## config.mk

```make
export PLATFORM = sky130hd
export DESIGN_NAME = pattern_gen
export DESIGN_NICKNAME = d
export VERILOG_FILES = /design/src/rtl/pattern_gen.sv
export SDC_FILE = /design/constraint.sdc
export NUM_CORES = 1
export LEC_CHECK = 0
export CORE_MARGIN = 5
export CORE_UTILIZATION = 35
export DETAILED_ROUTE_END_ITERATION = 8
export GPL_TIMING_DRIVEN = 0
export PLACE_DENSITY = 0.63
export SYNTH_ARGS = -nofsm -noshare
export SYNTH_HDL_FRONTEND = slang
export SYNTH_SLANG_ARGS = --single-unit
export TNS_END_PERCENT = 50
```

## constraint.sdc

```tcl
create_clock -name i_clk -period 4.6 [get_ports i_clk]
set_clock_uncertainty 0.15 [all_clocks]
set_input_delay 0.92 -clock i_clk [delete_from_list [all_inputs] [get_ports i_clk]]
set_output_delay 0.92 -clock i_clk [all_outputs]
set_load 0.02 [all_outputs]
```

## src/rtl/pattern_gen.sv

```systemverilog
// Free-running pattern source that steps one of four sequences: up, down, Gray view of an up count, or Galois LFSR.
// It also has enable, a synchronous seed load and a one-cycle wrap pulse; o_p and o_wrap are driven only from flops.
module pattern_gen #(
  parameter int               WIDTH   = 16,
  parameter logic [WIDTH-1:0] RST_VAL = WIDTH'(1),
  parameter logic [WIDTH-1:0] TAPS    = WIDTH'(16'hB400)
) (
  input  logic             i_clk,
  input  logic             i_rst,
  input  logic             i_en,
  input  logic             i_load,
  input  logic [WIDTH-1:0] i_seed,
  input  logic [1:0]       i_mode,
  output logic [WIDTH-1:0] o_p,
  output logic             o_wrap
);

  localparam logic [1:0] MODE_UP   = 2'd0;
  localparam logic [1:0] MODE_DOWN = 2'd1;
  localparam logic [1:0] MODE_GRAY = 2'd2;
  localparam logic [1:0] MODE_LFSR = 2'd3;

  logic [WIDTH-1:0] state_reg;
  logic [WIDTH-1:0] state_next;
  logic [1:0]       mode_reg;
  logic             wrap_reg;
  logic             wrap_next;
  logic [WIDTH-1:0] step_value;
  logic             step_wraps;
  logic [WIDTH-1:0] gray_value;

  // One advance of the current state under the mode presented this cycle.
  always_comb begin
    step_value = state_reg;
    step_wraps = 1'b0;
    case (i_mode)
      MODE_UP, MODE_GRAY: begin
        step_value = state_reg + WIDTH'(1);
        step_wraps = (state_reg == '1);
      end
      MODE_DOWN: begin
        step_value = state_reg - WIDTH'(1);
        step_wraps = (state_reg == '0);
      end
      MODE_LFSR: begin
        // An all-zero LFSR would never leave zero, so it is kicked back to 1.
        if (state_reg == '0) begin
          step_value = WIDTH'(1);
        end else begin
          step_value = (state_reg >> 1) ^ (state_reg[0] ? TAPS : '0);
        end
        step_wraps = (step_value == WIDTH'(1));
      end
      default: begin
        step_value = state_reg;
        step_wraps = 1'b0;
      end
    endcase
  end

  always_comb begin
    state_next = state_reg;
    wrap_next  = 1'b0;
    if (i_load) begin
      state_next = i_seed;
    end else if (i_en) begin
      state_next = step_value;
      wrap_next  = step_wraps;
    end
  end

  always_ff @(posedge i_clk) begin
    if (i_rst) begin
      state_reg <= RST_VAL;
      mode_reg  <= MODE_UP;
      wrap_reg  <= 1'b0;
    end else begin
      state_reg <= state_next;
      mode_reg  <= i_mode;
      wrap_reg  <= wrap_next;
    end
  end

  // Gray view is formed from the registered count, so it lags i_mode by one cycle.
  generate
    for (genvar gi = 0; gi < WIDTH - 1; gi++) begin : g_gray
      assign gray_value[gi] = state_reg[gi] ^ state_reg[gi+1];
    end
  endgenerate
  assign gray_value[WIDTH-1] = state_reg[WIDTH-1];

  assign o_p    = (mode_reg == MODE_GRAY) ? gray_value : state_reg;
  assign o_wrap = wrap_reg;

endmodule

```

==> impl_metrics.csv, run 1 <==
group,metric,value,unit
synth,synth_cell_types,58,
route,num_vias,2918,
route,ant_nets,0,
final_layout,nFillCells,706,
cts,clockBufferDepth,2,
flow_run,maxCapViolCount,0,
sta,setup_viol_count_final,0,
hold_path,min_path_cells,3,
cts,clock_sinks,19,
run_status,outcome,"completed",
worst_setup_path,cp.required,3530,ps
die,core_area,6756,um2
power,power,628.8,uW
worst_setup_path,reg2reg_to,"state_reg[2]$_SDFFE_PP0P_",
final_layout,syn2layout_area_growth,20.05,%
cts,cts_hold_buf,0,
sta,fmax,0.2878,GHz
synth,syn_area,2421,um2
route,drc,0,
worst_setup_path,path_max_fanout,10,
die,die_x,93.17,um
final_layout,stdcell_count,473,
route,routedWlPerCell,20.94,um
die,die_y,93.17,um
worst_setup_path,crit_path_end_kind,"primary output",
final_layout,multiInputGateArea,1777,um2
die,ios,39,
synth,synth_edf_count,0,
die,start_util,35.83,%
cts,postCtsSetupBuffers,0,
sta,relSlewSlack,50.06,%
final_layout,largest_reg_flops,16,
sta,timing.final.hold_violations,0,
global_route,gr-total-overflow,0,
hold_path,worstHoldEndpoint,"state_reg[5]$_SDFFE_PP0P_",
final_layout,layout-drive-gt1-share,6.870,%
synth,syn_inst,355,
worst_setup_path,r2r_cells,8,
cts,numCtsBuffers,3,
die,num_rows,30,
power,max-vdd-ir-drop,90.15,uV
sta,rsz0062_at_grt,"no",
route,vias_per_cell,6.169,
sta,fin_crit_sh,75.55,%
cts,cts_root_buffer,"clkbuf_8",
global_route,gr-usage-met1,31.56,%
final_layout,n_antenna_cell,0,
worst_setup_path,reg2reg_from,"state_reg[9]$_SDFFE_PP0P_",
global_route,grt_usage,23.44,%
final_layout,layout.nets,433,
cts,cts_tree,"built",
global_route,antenna_found_initial,0,
place,io_buffer_count,34,
place,gp_congestion,0.9885,
synth,synthFlopType,"dfxtp_1",
synth,async_flop_share,0,%
route,wl,9903,um
die,dieArea,8681,um2
cts,cts_resized,0,
synth,avgSynthCellArea,6.820,um2
hold_path,min_from,"state_reg[6]$_SDFFE_PP0P_",
route,dr.first_iter.drc_count,326,
sta,min_period,3475,ps
global_route,grt_pass1_wl,15730,um
place,hpwl,7167,um
synth,synth_nets,394,
hold_path,hp-class,"reg2reg",
cts,htreeDepth,1,
cts,clock_latency,270,ps
place,numPlacedInstances,469,
final_layout,regArea,380.4,um2
sta,maxSlewViolCount,0,
global_route,grt_start_max_net_pins,11,
global_route,use_met3,4.344,%
worst_setup_path,critPathLaunchType,"flip-flop",
global_route,grt_most_used_layer,"met2",
synth,yosysWarnings,0,
power,p_leak,0.001058,uW
worst_setup_path,cp.arrival,2410,ps
synth,ys_ff_latch,19,
power,p_per_area,216.4,nW/um2
cts,clk_pin_slew,90,ps
route,dr.pass1.iters,5,
sta,tightestPinTransition,749.1,ps
global_route,grtUsageMet2,35.69,%
worst_setup_path,worstSetupPathType,"reg2out",
global_route,first_global_vias,2855,
sta,tns,0,ps
synth,yosysSeqAreaShare,15.71,%
worst_setup_path,r2r_slack,1670,ps
[worst max-delay path: stages, from the launching register on]
cell and delay (ps):
dfxtp_1 310, nor2b_1 320, clkbuf_1 560, nand2_1 140, xnor2_1 170, clkdlybuf4s50_1 630
[cell families after synthesis]
kind of cell               count (synthesis)  share of synthesized area, %
muxes                                      7                         2.894
xor gates and xnor gates                  18                         6.512
buffers and inverters                     60                         10.91
adders and majority gates                 17                         8.785
AOI/OAI and AO/OA                        108                         28.74
DFF                                       19                         15.71
and+or+nand+nor                          126                         26.46
[cells in the mapped netlist, drive strengths merged, types with 2 or more instances]
library cell	number	area share (%)
nand2	35	5.4
nand3	13	2.7
a21oi	35	7.4
o21a	4	1.2
nand2b	4	1.0
o22ai	3	0.78
ha	17	8.8
nor4	10	2.8
dfxtp	19	16
and3	2	0.52
clkbuf	21	3.3
a211oi	5	1.6
o211ai	3	0.93
and4	4	1.4
nor2b	2	0.52
buf	16	4.1
xnor2	17	6.1
or2	5	1.4
o21ai	28	5.8
o31ai	3	0.93
a22oi	2	0.62
a31oi	5	1.3
inv	23	3.6
a221oi	3	1.3
o41ai	2	1.0
o32ai	3	1.4
or4	3	0.93
nor3	14	2.9
o311ai	2	0.72
or3	4	1.2
nand4	6	1.6
nor2	22	3.4
a32o	2	0.83
mux2i	7	2.9
[metrics by stage]
stage | hold WS (ps) | util, % | cell area [um2] | setup slack (ps)
after floorplan | 501.4 | - | 2421 | 1446
after global routing | 638.7 | 43.02 | 2907 | 880.9
final | 590.4 | 43.02 | 2907 | 1125
after CTS | 583.9 | 43.02 | 2907 | 1075
after global placement | 559.5 | 42.35 | 2861 | 955.8
after detailed placement | 573.8 | 42.35 | 2861 | 929.7
[how the worst max path moves through the flow]
stage / endpoint / slack (ps) / start / depth (start not counted)
global route: o_p[11] / 880 / mode_reg[1]$_SDFF_PP0_ / 5
finish: o_p[13] / 1120 / mode_reg[1]$_SDFF_PP0_ / 5
global placement: state_reg[6]$_SDFFE_PP0P_ / 960 / i_mode[0] / 12
detailed placement: state_reg[6]$_SDFFE_PP0P_ / 930 / i_mode[0] / 12
floorplan: state_reg[6]$_SDFFE_PP0P_ / 1450 / i_mode[0] / 12
CTS: o_p[13] / 1070 / mode_reg[1]$_SDFF_PP0_ / 5
[cells in the final DEF (no fill, tap or decap), drive strengths merged, types with 6 or more instances in the layout]
| cell | n |
|---|---|
| nand2 | 35 |
| nand3 | 13 |
| ha | 17 |
| mux2i | 7 |
| buf | 16 |
| o21ai | 28 |
| nor4 | 10 |
| inv | 23 |
| nor2 | 22 |
| a21oi | 35 |
| dfxtp | 19 |
| xnor2 | 17 |
| clkdlybuf4s50 | 34 |
| clkbuf | 25 |
| nor3 | 14 |
| nand4 | 6 |
[cell type report]
type,instances,share of cell area [%]
plain buffers,37,6.113
inverters,23,2.970
repair buffers,34,11.71
clock buffers,4,1.550
well taps,80,3.444
flip-flops and latches,19,13.09
multi-input cells,276,61.13
[layer usage]
| layer | up-vias | wire (um) |
|---|---|---|
| li1 | 1355 | - |
| met1 | 1354 | 4340 |
| met2 | 173 | 4301 |
| met3 | 36 | 870 |
| met4 | 0 | 390 |
| met5 | - | 0 |
[power breakdown]
group / switching [uW] / internal, uW
Clock: 70.1 / 62.0
Sequential: 12.3 / 177
Combinational: 186 / 122
Total: 268 / 361
(Power assumes the default switching activity.)
==> inputs of run 2 (changes only) <==
- clock period: 4.6 -> 3.3 ns (I/O delays scaled with it)
==> run 2 against run 1 <==
Compared with the run above: critical path depth increased by 1; sequential power is 39% higher; utilization grew 0.13 points; sequential share of layout area hardly changed; global-route usage unchanged; critical endpoint is now o_p[4]; routed wire length increased by 1.1%; clock power is 39% higher; worst hold slack got worse by 1.0 ps; sequential cell count unchanged; largest power group unchanged; power is 39% higher; final cell count did not move; largest cell class unchanged.
==> impl_metrics.csv, run 2 (synthesized netlist as in run 1, its figures left out) <==
group,metric,value,unit
final_layout,final_util,43.15,%
cts,htreeDepth,1,
cts,clock_sinks,19,
power,max-vdd-ir-drop,126.8,uV
hold_path,hp-class,"reg2reg",
die,start_util,35.83,%
sta,rsz0062_at_grt,"yes",
sta,relSlewSlack,49.65,%
place,numPlacedInstances,469,
worst_setup_path,slowest_stage,"clkdlybuf4s50_1",
final_layout,final_cell_mix,"nand2_1 (35), a21oi_1 (34), clkdlybuf4s50_1 (34)",
place,hpwl,7167,um
cts,numCtsBuffers,3,
final_layout,layout.nets,433,
sta,hold_slack,589.4,ps
route,ant_nets,0,
run_status,outcome,"completed",
sta,fmax,0.3168,GHz
sta,setup_viol_count_final,0,
hold_path,min_from,"state_reg[6]$_SDFFE_PP0P_",
die,num_rows,30,
die,die_y,93.17,um
route,dr.pass1.iters,5,
global_route,grt_pass1_wl,15730,um
worst_setup_path,slowest_delay,630,ps
global_route,grt_start_max_net_pins,11,
global_route,grt_usage,23.44,%
route,vias_per_cell,6.173,
route,wl,10010,um
cts,cts_tree,"built",
die,dieArea,8681,um2
place,io_buffer_count,34,
route,drc,0,
final_layout,layout-drive-gt1-share,7.379,%
cts,clock_latency,270,ps
final_layout,n_antenna_cell,0,
die,core_area,6756,um2
die,die_x,93.17,um
global_route,antenna_found_initial,0,
worst_setup_path,path_buf_inv,3,
final_layout,final_common_cell,"nand2_1",
worst_setup_path,cp_cell_sequence,"clkbuf_1 > inv_1 > ha_1 > nand2_1 > o21ai_0 > clkdlybuf4s50_1",
worst_setup_path,critPathTopFamily,"buffers and inverters",
final_layout,syn2layout_area_growth,20.41,%
final_layout,largest_reg_flops,16,
cts,clockBufferDepth,2,
die,ios,39,
power,p_per_area,300.9,nW/um2
worst_setup_path,critPathLaunchType,"flip-flop",
place,gp_congestion,0.9885,
global_route,first_global_vias,2855,
sta,maxSlewViolCount,0,
sta,timing.final.hold_violations,0,
sta,min_period,3156,ps
cts,clk_pin_slew,90,ps
sta,tightestPinTransition,755.3,ps
global_route,gr-total-overflow,0,
worst_setup_path,crit_path_end_kind,"primary output",
sta,fin_crit_sh,95.64,%
route,num_vias,2920,
worst_setup_path,path_max_fanout,10,
route,dr.first_iter.drc_count,303,
cts,cts_root_buffer,"clkbuf_8",
worst_setup_path,cp-startpoint,"state_reg[4]$_SDFFE_PP0P_",
worst_setup_path,cp.required,2490,ps
flow_run,maxCapViolCount,0,
worst_setup_path,worstSetupPathType,"reg2out",
worst_setup_path,reg2reg_from,"state_reg[9]$_SDFFE_PP0P_",
worst_setup_path,cp.arrival,2350,ps
final_layout,stdcell_count,473,
route,routedWlPerCell,21.16,um
power,p_leak,0.001061,uW
run 2: cell count changes in the layout (fill, tap and decap cells not counted), sizes merged:
cell    before  now
clkbuf      25   26
buf         16   15
run 2: per-layer routing:
metal	track usage [%]	vias up	part of all wire (%)
met5	0	-	0
met4	11.60	0	4.4
met3	4.344	42	8.8
met2	35.69	182	43
met1	31.56	1338	43
li1	-	1358	-
run 2: worst register-to-register path, delay by kind of cell, from the launching register on:
kind	cells	cell delay, ps
flops	1	400
compound gates	3	1150
buf+inv	2	620
fa+ha+maj	1	200
simple gates	2	370
run 2: path summary, 6_finish.rpt:
path | end | cells after the start | slack (ps)
max reg2reg | state_reg[2]$_SDFFE_PP0P_ | 8 | 340
min reg2reg | state_reg[5]$_SDFFE_PP0P_ | 3 | 590
min | state_reg[5]$_SDFFE_PP0P_ | 3 | 590
max | o_p[4] | 6 | 140
run 2: area by class of cell:
type | instances | area [um2]
clock buffers | 4 | 45.04
fillers | 708 | 3841
inverters | 23 | 86.33
repair buffers | 34 | 340.3
plain buffers | 37 | 181.4
multi-input cells | 276 | 1782
flip-flops and latches | 19 | 380.4
well taps | 80 | 100.1
run 2: stage by stage:
| step | setup TNS, ps | setup slack (ps) | power, uW | cell area (um2) |
|---|---|---|---|---|
| floorplan | 0 | 405.6 | 538.0 | 2421 |
| global placement | -210.2 | -84.18 | 685.5 | 2861 |
| detailed placement | -205.7 | -110.3 | 688.9 | 2861 |
| CTS | 0 | 34.59 | 871.9 | 2907 |
| global route | -17.06 | -17.06 | 922.2 | 2915 |
| finish | 0 | 143.9 | 877.2 | 2915 |
run 2: timing repair:
item | 4_1_cts | 5_1_grt
gates resized for setup | 0 | 4
setup endpoints to repair | 0 | 10
hold buffers | 0 | 0
buffers inserted | 0 | 0
run 2: power by group:
part,internal (uW),total [uW],leakage (uW),switching (uW)
registers,246,263,0.000157,17.1
logic,171,431,0.000881,260
clock network,86.3,183,0.0000228,96.3
total,503,877,0.00106,374
